File: config.mk
export PLATFORM = sky130hd
export DESIGN_NAME = cp0_exc_unit_flat
export DESIGN_NICKNAME = d
export VERILOG_FILES = /design/src/rtl/cp0_exc_if.sv /design/src/rtl/cp0_exc_unit.sv /design/src/flat_wrapper.sv
export SDC_FILE = /design/constraint.sdc
export NUM_CORES = 1
export LEC_CHECK = 0
export CAP_MARGIN = 15
export CELL_PAD_IN_SITES_DETAIL_PLACEMENT = 1
export CELL_PAD_IN_SITES_GLOBAL_PLACEMENT = 1
export CORE_MARGIN = 10
export CORE_UTILIZATION = 31
export CTS_CLUSTER_DIAMETER = 200
export DETAILED_ROUTE_END_ITERATION = 12
export GPL_TIMING_DRIVEN = 0
export PLACE_DENSITY = 0.85
export SYNTH_ARGS = -nofsm -noshare
export SYNTH_HDL_FRONTEND = slang
export SYNTH_SLANG_ARGS = --single-unit
File: constraint.sdc
create_clock -name clk -period 5.7 [get_ports clk]
set_clock_uncertainty 0.1 [all_clocks]
set_input_delay 0.855 -clock clk [delete_from_list [all_inputs] [get_ports clk]]
set_output_delay 0.855 -clock clk [all_outputs]
set_load 0.01 [all_outputs]
File: src/rtl/cp0_exc_if.sv
// Pipeline-side bundle for the CP0 exception unit: mfc0/mtc0 access, victim
// information from MEM, interrupt pins, and the flush/redirect response.
interface cp0_exc_if;
  logic [4:0]  A1;
  logic [4:0]  A2;
  logic [31:0] DIn;
  logic        WE;
  logic [31:0] PC;
  logic        BD_in;
  logic [4:0]  ExcCode_in;
  logic [5:0]  HWInt;
  logic        EXLClr;
  logic        IntReq;
  logic [31:0] HandlerPC;
  logic [31:0] EPC;
  logic [31:0] DOut;

  modport master (
    output A1, A2, DIn, WE, PC, BD_in, ExcCode_in, HWInt, EXLClr,
    input  IntReq, HandlerPC, EPC, DOut
  );

  modport slave (
    input  A1, A2, DIn, WE, PC, BD_in, ExcCode_in, HWInt, EXLClr,
    output IntReq, HandlerPC, EPC, DOut
  );
endinterface

File: src/rtl/cp0_exc_unit.sv
// Coprocessor-0 exception/interrupt responder: decides when to trap, saves
// EPC/Cause/BD, tracks EXL, and serves mfc0/mtc0/eret.
module cp0_exc_unit #(
  parameter logic [31:0] PRID_VALUE = 32'h0000_4150,
  parameter logic [31:0] EXC_ADDR   = 32'h0000_4180
) (
  input  logic        clk,
  input  logic        reset,
  cp0_exc_if.slave    bus
);

  typedef enum logic {NORMAL = 1'b0, HANDLER = 1'b1} exl_state_e;

  exl_state_e  state_q, state_d;
  logic [5:0]  im_q, im_d;
  logic        ie_q, ie_d;
  logic        bd_q, bd_d;
  logic [5:0]  ip_q, ip_d;
  logic [4:0]  exc_q, exc_d;
  logic [29:0] epc_q, epc_d;

  logic        exl_s;
  logic        int_pend_s;
  logic        exc_pend_s;
  logic        int_req_s;
  logic        wr_sr_s;
  logic        wr_epc_s;
  logic [31:0] victim_pc_s;
  logic [31:0] dout_s;

  // Trap request: interrupts use the live pins, and nothing is accepted while EXL is set.
  always_comb begin
    exl_s       = (state_q == HANDLER);
    int_pend_s  = (|(bus.HWInt & im_q)) & ie_q & ~exl_s;
    exc_pend_s  = (bus.ExcCode_in != 5'd0) & ~exl_s;
    int_req_s   = int_pend_s | exc_pend_s;
    wr_sr_s     = bus.WE & ~int_req_s & (bus.A2 == 5'd12);
    wr_epc_s    = bus.WE & ~int_req_s & (bus.A2 == 5'd14);
    victim_pc_s = bus.BD_in ? (bus.PC - 32'd4) : bus.PC;
  end

  // Next-state: EXL machine, trap capture, mtc0 writes (dropped when trapping).
  always_comb begin
    state_d = state_q;
    im_d    = im_q;
    ie_d    = ie_q;
    bd_d    = bd_q;
    exc_d   = exc_q;
    epc_d   = epc_q;
    ip_d    = bus.HWInt;

    case (state_q)
      NORMAL: begin
        if (int_req_s) begin
          state_d = HANDLER;
        end else begin
          state_d = NORMAL;
        end
      end
      HANDLER: begin
        if (bus.EXLClr) begin
          state_d = NORMAL;
        end else begin
          state_d = HANDLER;
        end
      end
      default: state_d = NORMAL;
    endcase

    if (int_req_s) begin
      exc_d = int_pend_s ? 5'd0 : bus.ExcCode_in;
      bd_d  = bus.BD_in;
      epc_d = victim_pc_s[31:2];
    end else begin
      if (wr_sr_s) begin
        im_d    = bus.DIn[15:10];
        ie_d    = bus.DIn[0];
        state_d = bus.DIn[1] ? HANDLER : NORMAL;
      end else begin
        im_d = im_q;
      end
      if (wr_epc_s) begin
        epc_d = bus.DIn[31:2];
      end else begin
        epc_d = epc_q;
      end
      // eret overrides an mtc0 to SR for the EXL bit only.
      if (bus.EXLClr) begin
        state_d = NORMAL;
      end else begin
        state_d = state_d;
      end
    end
  end

  // State registers with synchronous clear.
  always_ff @(posedge clk) begin
    if (reset) begin
      state_q <= NORMAL;
      im_q    <= 6'd0;
      ie_q    <= 1'b0;
      bd_q    <= 1'b0;
      ip_q    <= 6'd0;
      exc_q   <= 5'd0;
      epc_q   <= 30'd0;
    end else begin
      state_q <= state_d;
      im_q    <= im_d;
      ie_q    <= ie_d;
      bd_q    <= bd_d;
      ip_q    <= ip_d;
      exc_q   <= exc_d;
      epc_q   <= epc_d;
    end
  end

  // mfc0 read mux; unmapped register numbers read as zero.
  always_comb begin
    dout_s = 32'd0;
    case (bus.A1)
      5'd12:   dout_s = {16'd0, im_q, 8'd0, exl_s, ie_q};
      5'd13:   dout_s = {bd_q, 15'd0, ip_q, 3'd0, exc_q, 2'd0};
      5'd14:   dout_s = {epc_q, 2'd0};
      5'd15:   dout_s = PRID_VALUE;
      default: dout_s = 32'd0;
    endcase
  end

  assign bus.IntReq    = int_req_s;
  assign bus.HandlerPC = EXC_ADDR;
  assign bus.EPC       = {epc_q, 2'd0};
  assign bus.DOut      = dout_s;

endmodule

File: src/flat_wrapper.sv
// flat-port wrapper written by rule: the top's interface ports become plain ports
module cp0_exc_unit_flat 
#(
  parameter logic [31:0] PRID_VALUE = 32'h0000_4150,
  parameter logic [31:0] EXC_ADDR   = 32'h0000_4180
)
  (clk, reset, bus_A1, bus_A2, bus_DIn, bus_WE, bus_PC, bus_BD_in, bus_ExcCode_in, bus_HWInt, bus_EXLClr, bus_IntReq, bus_HandlerPC, bus_EPC, bus_DOut);
  cp0_exc_if bus_i ();
  input  logic clk;
  input  logic reset;
  input wire logic [$bits(bus_i.A1)-1:0] bus_A1;
  input wire logic [$bits(bus_i.A2)-1:0] bus_A2;
  input wire logic [$bits(bus_i.DIn)-1:0] bus_DIn;
  input wire logic [$bits(bus_i.WE)-1:0] bus_WE;
  input wire logic [$bits(bus_i.PC)-1:0] bus_PC;
  input wire logic [$bits(bus_i.BD_in)-1:0] bus_BD_in;
  input wire logic [$bits(bus_i.ExcCode_in)-1:0] bus_ExcCode_in;
  input wire logic [$bits(bus_i.HWInt)-1:0] bus_HWInt;
  input wire logic [$bits(bus_i.EXLClr)-1:0] bus_EXLClr;
  output wire logic [$bits(bus_i.IntReq)-1:0] bus_IntReq;
  output wire logic [$bits(bus_i.HandlerPC)-1:0] bus_HandlerPC;
  output wire logic [$bits(bus_i.EPC)-1:0] bus_EPC;
  output wire logic [$bits(bus_i.DOut)-1:0] bus_DOut;
  assign bus_i.A1 = bus_A1;
  assign bus_i.A2 = bus_A2;
  assign bus_i.DIn = bus_DIn;
  assign bus_i.WE = bus_WE;
  assign bus_i.PC = bus_PC;
  assign bus_i.BD_in = bus_BD_in;
  assign bus_i.ExcCode_in = bus_ExcCode_in;
  assign bus_i.HWInt = bus_HWInt;
  assign bus_i.EXLClr = bus_EXLClr;
  assign bus_IntReq = bus_i.IntReq;
  assign bus_HandlerPC = bus_i.HandlerPC;
  assign bus_EPC = bus_i.EPC;
  assign bus_DOut = bus_i.DOut;
  cp0_exc_unit #(.PRID_VALUE(PRID_VALUE), .EXC_ADDR(EXC_ADDR)) u_core (.clk(clk), .reset(reset), .bus(bus_i));
endmodule
==> results.md <==
* Outcome: finished clean
* Layout Nets at 714
* Min Clock Period, post-route at 4600 ps
* Global Route Usage Sum at 18.8%
* Area of the multi-input gates at 2350 µm²
* EDFF count, synth at 0
* Resized cells post-CTS at 0
* Largest net degree at the start of global routing at 14
* Internal at 0.694 mW
* Initial antenna violation count at 1
* Max clock buf depth at 2
* Grt total ovfl at 0
* Crit path max fanout at 10
* P_leak at 1.87 nW
* Reg area at 1000 µm²
* First-pass GRT wire length at 25.1 mm
* Drt first pass iters at 4
* Clock share of power at 29.5%
* Clock sink count at 50
* Critical Path Start Type: primary input
* Endpoints failing setup at 0
* Worst Path Required at 4740 ps
* Vias in the first global route at 4458
* Via count at 4313
* Most frequent CP cell: clkdlybuf4s50_1
* H-tree levels at 2
* Switch share at 30.1%
* Initial drt markers at 247
* Drt drc at 0
* Placed insts at 759
* Pre-CTS setup slack at 1140 ps
* Sequential share of power at 40.4%
* Gate count after technology mapping at 438
* Total chip power at 0.993 mW
* Unrepaired setup endpoints after global routing: false
* Gp weighted congestion at 0.899
* IO Pins at 187
* Final Max Tran Viols at 0
* Die Y at 129 µm
* DRT antenna net count at 0
* Setup WS post-layout at 1100 ps
* Ys Warns at 0
* Combinational share of power at 30.1%
* Clock transition at path regs at 60 ps
* Initial core utilization at 31.8%
* Via density at 5.62
* Worst path cell trace: clkdlybuf4s50_1 -> a22oi_1 -> a311oi_1 -> nor2_4 -> inv_2 -> buf_2 -> clkdlybuf4s50_1
* Setup Fix Bufs, Post-CTS at 0
* Number of buffers added on ports at 146
* Synth Flop Type: dfxtp_1
* DPL Wire Length at 13.6 mm
* Syn avg cell area at 8.36 µm²
* Share of layout cells above drive strength 1 at 8.03%
* Synthesized flop and latch total at 50
* Max-cap violations at 0
* Max stage delay cell, worst path: a311oi_1
* CP Buf/Inv Count at 4
* Fillers at 1407
* Top Family by Delay on Critical Path: buffers and inverters
* Post-synthesis cell area at 3660 µm²
* Util after Layout at 48.3%
* Layout area overhead at 51.8%
* Cts-stage hold buffer count at 0
* Final Cycle Share at 80.7%
* Area after DPL at 5420 µm²
* Sw Pwr at 0.299 mW
* Clk_lat worst skew at 290 ps
* Hold Slack at 397 ps
* Final Hold Vio Count at 0
* Asr flop ratio synth at 0%
* F_max at 0.217 GHz
* Worst relative slew slack at 22.6%
* Fin cells at 767
* CP Data Arrival Time at 3640 ps
* Rows at 39
* Pwr Density at 179 nW/µm²
* Sequential area share after synthesis at 27.3%
* Critical path endpoint category: primary output
* Die Width at 129 µm
* Synth unique cells at 53
* Die area at 16600 µm²
* Clock Root Buffer: clkbuf_16
* Critical path class: primary input to primary output
* Total core area at 11500 µm²
* Num CTS Buffers at 5
* WL/cell at 21.6 µm
* Setup tns final at 0 ps
* Worst Hold Class: register to register
* CTS tree: done
* Slew at the pin closest to its max-slew limit at 1150 ps
* Max VDD drop at 0.125 mV
* Final wirelength at 16.6 mm
* CP max stage delay at 980 ps
* Final instance area at 5560 µm²
[cells by family after synthesis]
kind of cell / after synthesis / synth area share (%)
AND/OR/NAND/NOR: 135 / 22.9
XOR/XNOR: 8 / 1.91
flip-flops: 50 / 27.3
AO/OA/AOI/OAI: 145 / 30.6
buffers and inverters: 79 / 11.8
adder cells (fa/ha/maj): 1 / 0.342
multiplexers: 18 / 4.92
other: 2 / 0.205
[sequential cells by signal, summed over array words and instances (netlist names)]
name and cells:
u_core.bd_q 1, u_core.epc_q 30, u_core.exc_q 5, u_core.exl_s 1
u_core.ie_q 1, u_core.im_q 6, u_core.ip_q 6
[power by group through the flow]
stage	clock network, mW	registers, mW	logic [mW]
floorplan	0	0.408	0.133
global placement	0	0.406	0.285
detailed placement	0	0.408	0.294
CTS	0.290	0.400	0.296
global route	0.304	0.403	0.322
finish	0.293	0.401	0.299
[worst paths after layout]
path	startpoint	end	slack (ps)	depth (start not counted)
worst min register to register	u_core.bd_q$_SDFFE_PP0P_	u_core.bd_q$_SDFFE_PP0P_	400	2
worst min-delay path	u_core.bd_q$_SDFFE_PP0P_	u_core.bd_q$_SDFFE_PP0P_	400	2
worst max register to register	u_core.im_q[1]$_SDFFE_PP0P_	u_core.epc_q[20]$_SDFFE_PP0P_	3040	6
worst max-delay path	bus_HWInt[5]	bus_IntReq	1100	7
[cell usage after synthesis, drive strengths merged (17+ instances only)]
master    n  area (µm²)
a2111oi  22         193
a211oi   18         135
a21oi    20         100
a311oi   17         149
and2     17         106
buf      42         293
clkbuf   32         120
dfxtp    50        1000
mux2i    18         180
nor2     29         116
o31a     24         210
o31ai    17         128
[routing by layer]
metal	global-route usage (%)	wire length, µm	vias to the layer above
li1	-	-	2025
met1	21.4	6490	2084
met2	33.3	8370	172
met3	4.23	1230	32
met4	7.22	491	0
met5	0	0	-
[layout make-up]
class	instances	area share, %
plain buffers	74	7.43
multi-input cells	341	42.3
repair buffers	146	26.3
inverters	5	0.338
flip-flops and latches	50	18.0
well taps	143	3.22
clock buffers	7	2.39
diodes	1	0.0450
[worst min-delay path: cells and delay by family (launching register included)]
kind               cells  cell delay, ps
AOI/OAI and AO/OA      1              60
DFF                    1             320
and+or+nand+nor        1              60
[cell usage in the layout, fill, tap and decap left out, types with 17 or more instances in the layout]
cell and count:
dfxtp_1 50, a311oi_1 17, conb_1 34, clkbuf_1 34, clkdlybuf4s50_1 146, buf_4 35, a2111oi_0 22, a21oi_1 20
and2_1 17, nor2_1 28, o31ai_1 17, o31a_1 24, mux2i_1 18, a211oi_1 18
Power figures use the tool's default switching activity.
==> edit: new RTL, same flow settings <==
`im_q` no longer has a reset.
--- a/src/rtl/cp0_exc_unit.sv
+++ b/src/rtl/cp0_exc_unit.sv
@@ -98,5 +98,4 @@
     if (reset) begin
       state_q <= NORMAL;
-      im_q    <= 6'd0;
       ie_q    <= 1'b0;
       bd_q    <= 1'b0;
@@ -106,5 +105,4 @@
     end else begin
       state_q <= state_d;
-      im_q    <= im_d;
       ie_q    <= ie_d;
       bd_q    <= bd_d;
@@ -113,4 +111,8 @@
       epc_q   <= epc_d;
     end
+  end
+
+  always_ff @(posedge clk) begin
+    im_q <= im_d;
   end
 
Behaviour: not the same (a bounded check fails within 4 cycles, from zero or initial values and one cycle with reset high).
==> edit against the original RTL <==
- combinational power rose by 1%
- worst setup slack lost 0.034 ns
- design area fell by 0.99%
- synthesized area decreased by 2.5%
- wire length decreased by 4.0%
- sequential cell count did not move
- power up 0.51%
- critical path depth stayed put
- largest cell class unchanged
==> edit: results (changes against the original RTL) <==
dpl ws=1.05 ns (-0.0870 ns); largest net degree at the start of global routing=16 (+2); Synth Area in XOR/XNOR=2.70% (+0.78 points); Synth Area in Compound Gates=28.3% (-2.3 points); status=complete, no violations; ANT cells=0 (-1); P_seq=0.408 mW (+2%); Leak=1.87 nW (-0.13%); Clock Path Buffers=2 (unchanged); Final HPWL DP=13.4 mm (-1.9%); layout cells sized above 1=9.09% (+1.1 points); Worst-path clk slew=0.06 ns (about the same); Root Driver=clkbuf_16; Port Buf Inserts=148 (+1.4%); vias post-DR=4040 (-6.3%); synth top area cells=dfxtp_1 (25%), buf_4 (7.1%), a2111oi_0 (5.9%); Worst-Margin Slew=0.787 ns (-0.366 ns); synthesized area per cell=8.58 µm² (+2.7%); Inserted Clock Buffers=5 (unchanged); Adder-Cell Fraction of Synth Area=0.350% (+0.0087 points); vias in the first global route=4295 (-3.7%); Detailed Route Iter0 Violations=254 (+2.8%); EDFF count, synth=6 (+6); post-cts resize count=0 (unchanged); initial antenna violation count=0 (-1); Synth top cells by count=dfxtp_1 (44), buf_4 (34), clkbuf_1 (28), a2111oi_0 (24), o31a_1 (24); Setup crit start=bus_HWInt[0]; placed instance area=5360 µm² (-1.1%); Avg WL per Cell=21.3 µm (-1.6%); post-synthesis sequential area ratio=29.7% (+2.4 points); PwrDens=181 nW/µm² (+1.5%); FF-to-FF End=u_core.epc_q[26]; Int Pwr=0.701 mW (+1.1%); CP Max Fanout=10 (unchanged); top_reg_cell synth=dfxtp_1; HP Class=reg -> reg; drt first pass iters=4 (unchanged); clk_lat worst skew=0.29 ns (about the same); VDD IR-drop max=0.000108 V (-13%); R2R depth=6 (unchanged); Tot GR Track Use=18.8% (+0.057 points); worst path arrival time=3.68 ns (+0.04 ns); reported clock group power=0.288 mW (-2%); Regs by FF count=u_core.epc_q x30, u_core.im_q x6, u_core.ip_q x6; Final GP Congestion=0.919 (+2.3%); vias per inst=5.40 (-4.0%); synth unique cells=55 (+3.8%); R2R Setup Slk=3.08 ns (+0.04 ns); H-tree level count=2 (unchanged); post-synthesis mux area share=4.77% (-0.15 points); first-pass GRT wire length=25.0 mm (-0.47%); final worst path period share=81.3% (+0.59 points); fraction of registers with async set/reset=0% (unchanged); fin nets=695 (-2.7%); r2r startpoint=u_core.im_q[1]; Post-CTS Setup Bufs=0 (unchanged); Placed Cells=740 (-2.5%); Critical path destination=bus_IntReq
-- edit: cell type report --
class | instances | area [µm²]
Buffer | 65 | 374
Clock inverter | 3 | 16.3
Fill cell | 1387 | 5870
Multi-Input combinational cell | 327 | 2230
Clock buffer | 5 | 125
Inverter | 6 | 22.5
Timing Repair Buffer | 149 | 1490
Tap cell | 143 | 179
Sequential cell | 50 | 1060
-- edit: kinds of logic after synthesis --
family                     count (synthesis)
and+or+nand+nor                          134
buffers and inverters                     71
xor gates and xnor gates                  11
AOI/OAI and AO/OA                        130
DFF                                       50
muxes                                     17
adders and majority gates                  1
other                                      2
-- edit: worst min-delay path by stage --
stage / startpoint / endpoint / slack, ns / cells past startpoint
after floorplan: u_core.bd_q / u_core.bd_q / 0.34 / 2
after global placement: u_core.ie_q / u_core.ie_q / 0.36 / 2
after detailed placement: u_core.ie_q / u_core.ie_q / 0.38 / 2
after CTS: u_core.exc_q[4] / u_core.exc_q[4] / 0.42 / 2
after global routing: u_core.ie_q / u_core.ie_q / 0.44 / 2
final: u_core.exc_q[4] / u_core.exc_q[4] / 0.40 / 2
-- edit: layer usage --
| layer | up-vias | track usage (%) | wire length (µm) |
|---|---|---|---|
| li1 | 1940 | - | - |
| met1 | 1912 | 22.1 | 6430 |
| met2 | 170 | 33.1 | 7850 |
| met3 | 18 | 4.88 | 1320 |
| met4 | 0 | 5.02 | 316 |
| met5 | - | 0 | 0 |
-- edit: critical path, cell delays in order --
cell and delay (ns):
clkdlybuf4s50_1 0.49, a22oi_1 0.13, a311oi_2 0.73, nor2_2 0.22, clkinv_1 0.19, clkbuf_1 0.41, clkdlybuf4s50_1 0.64
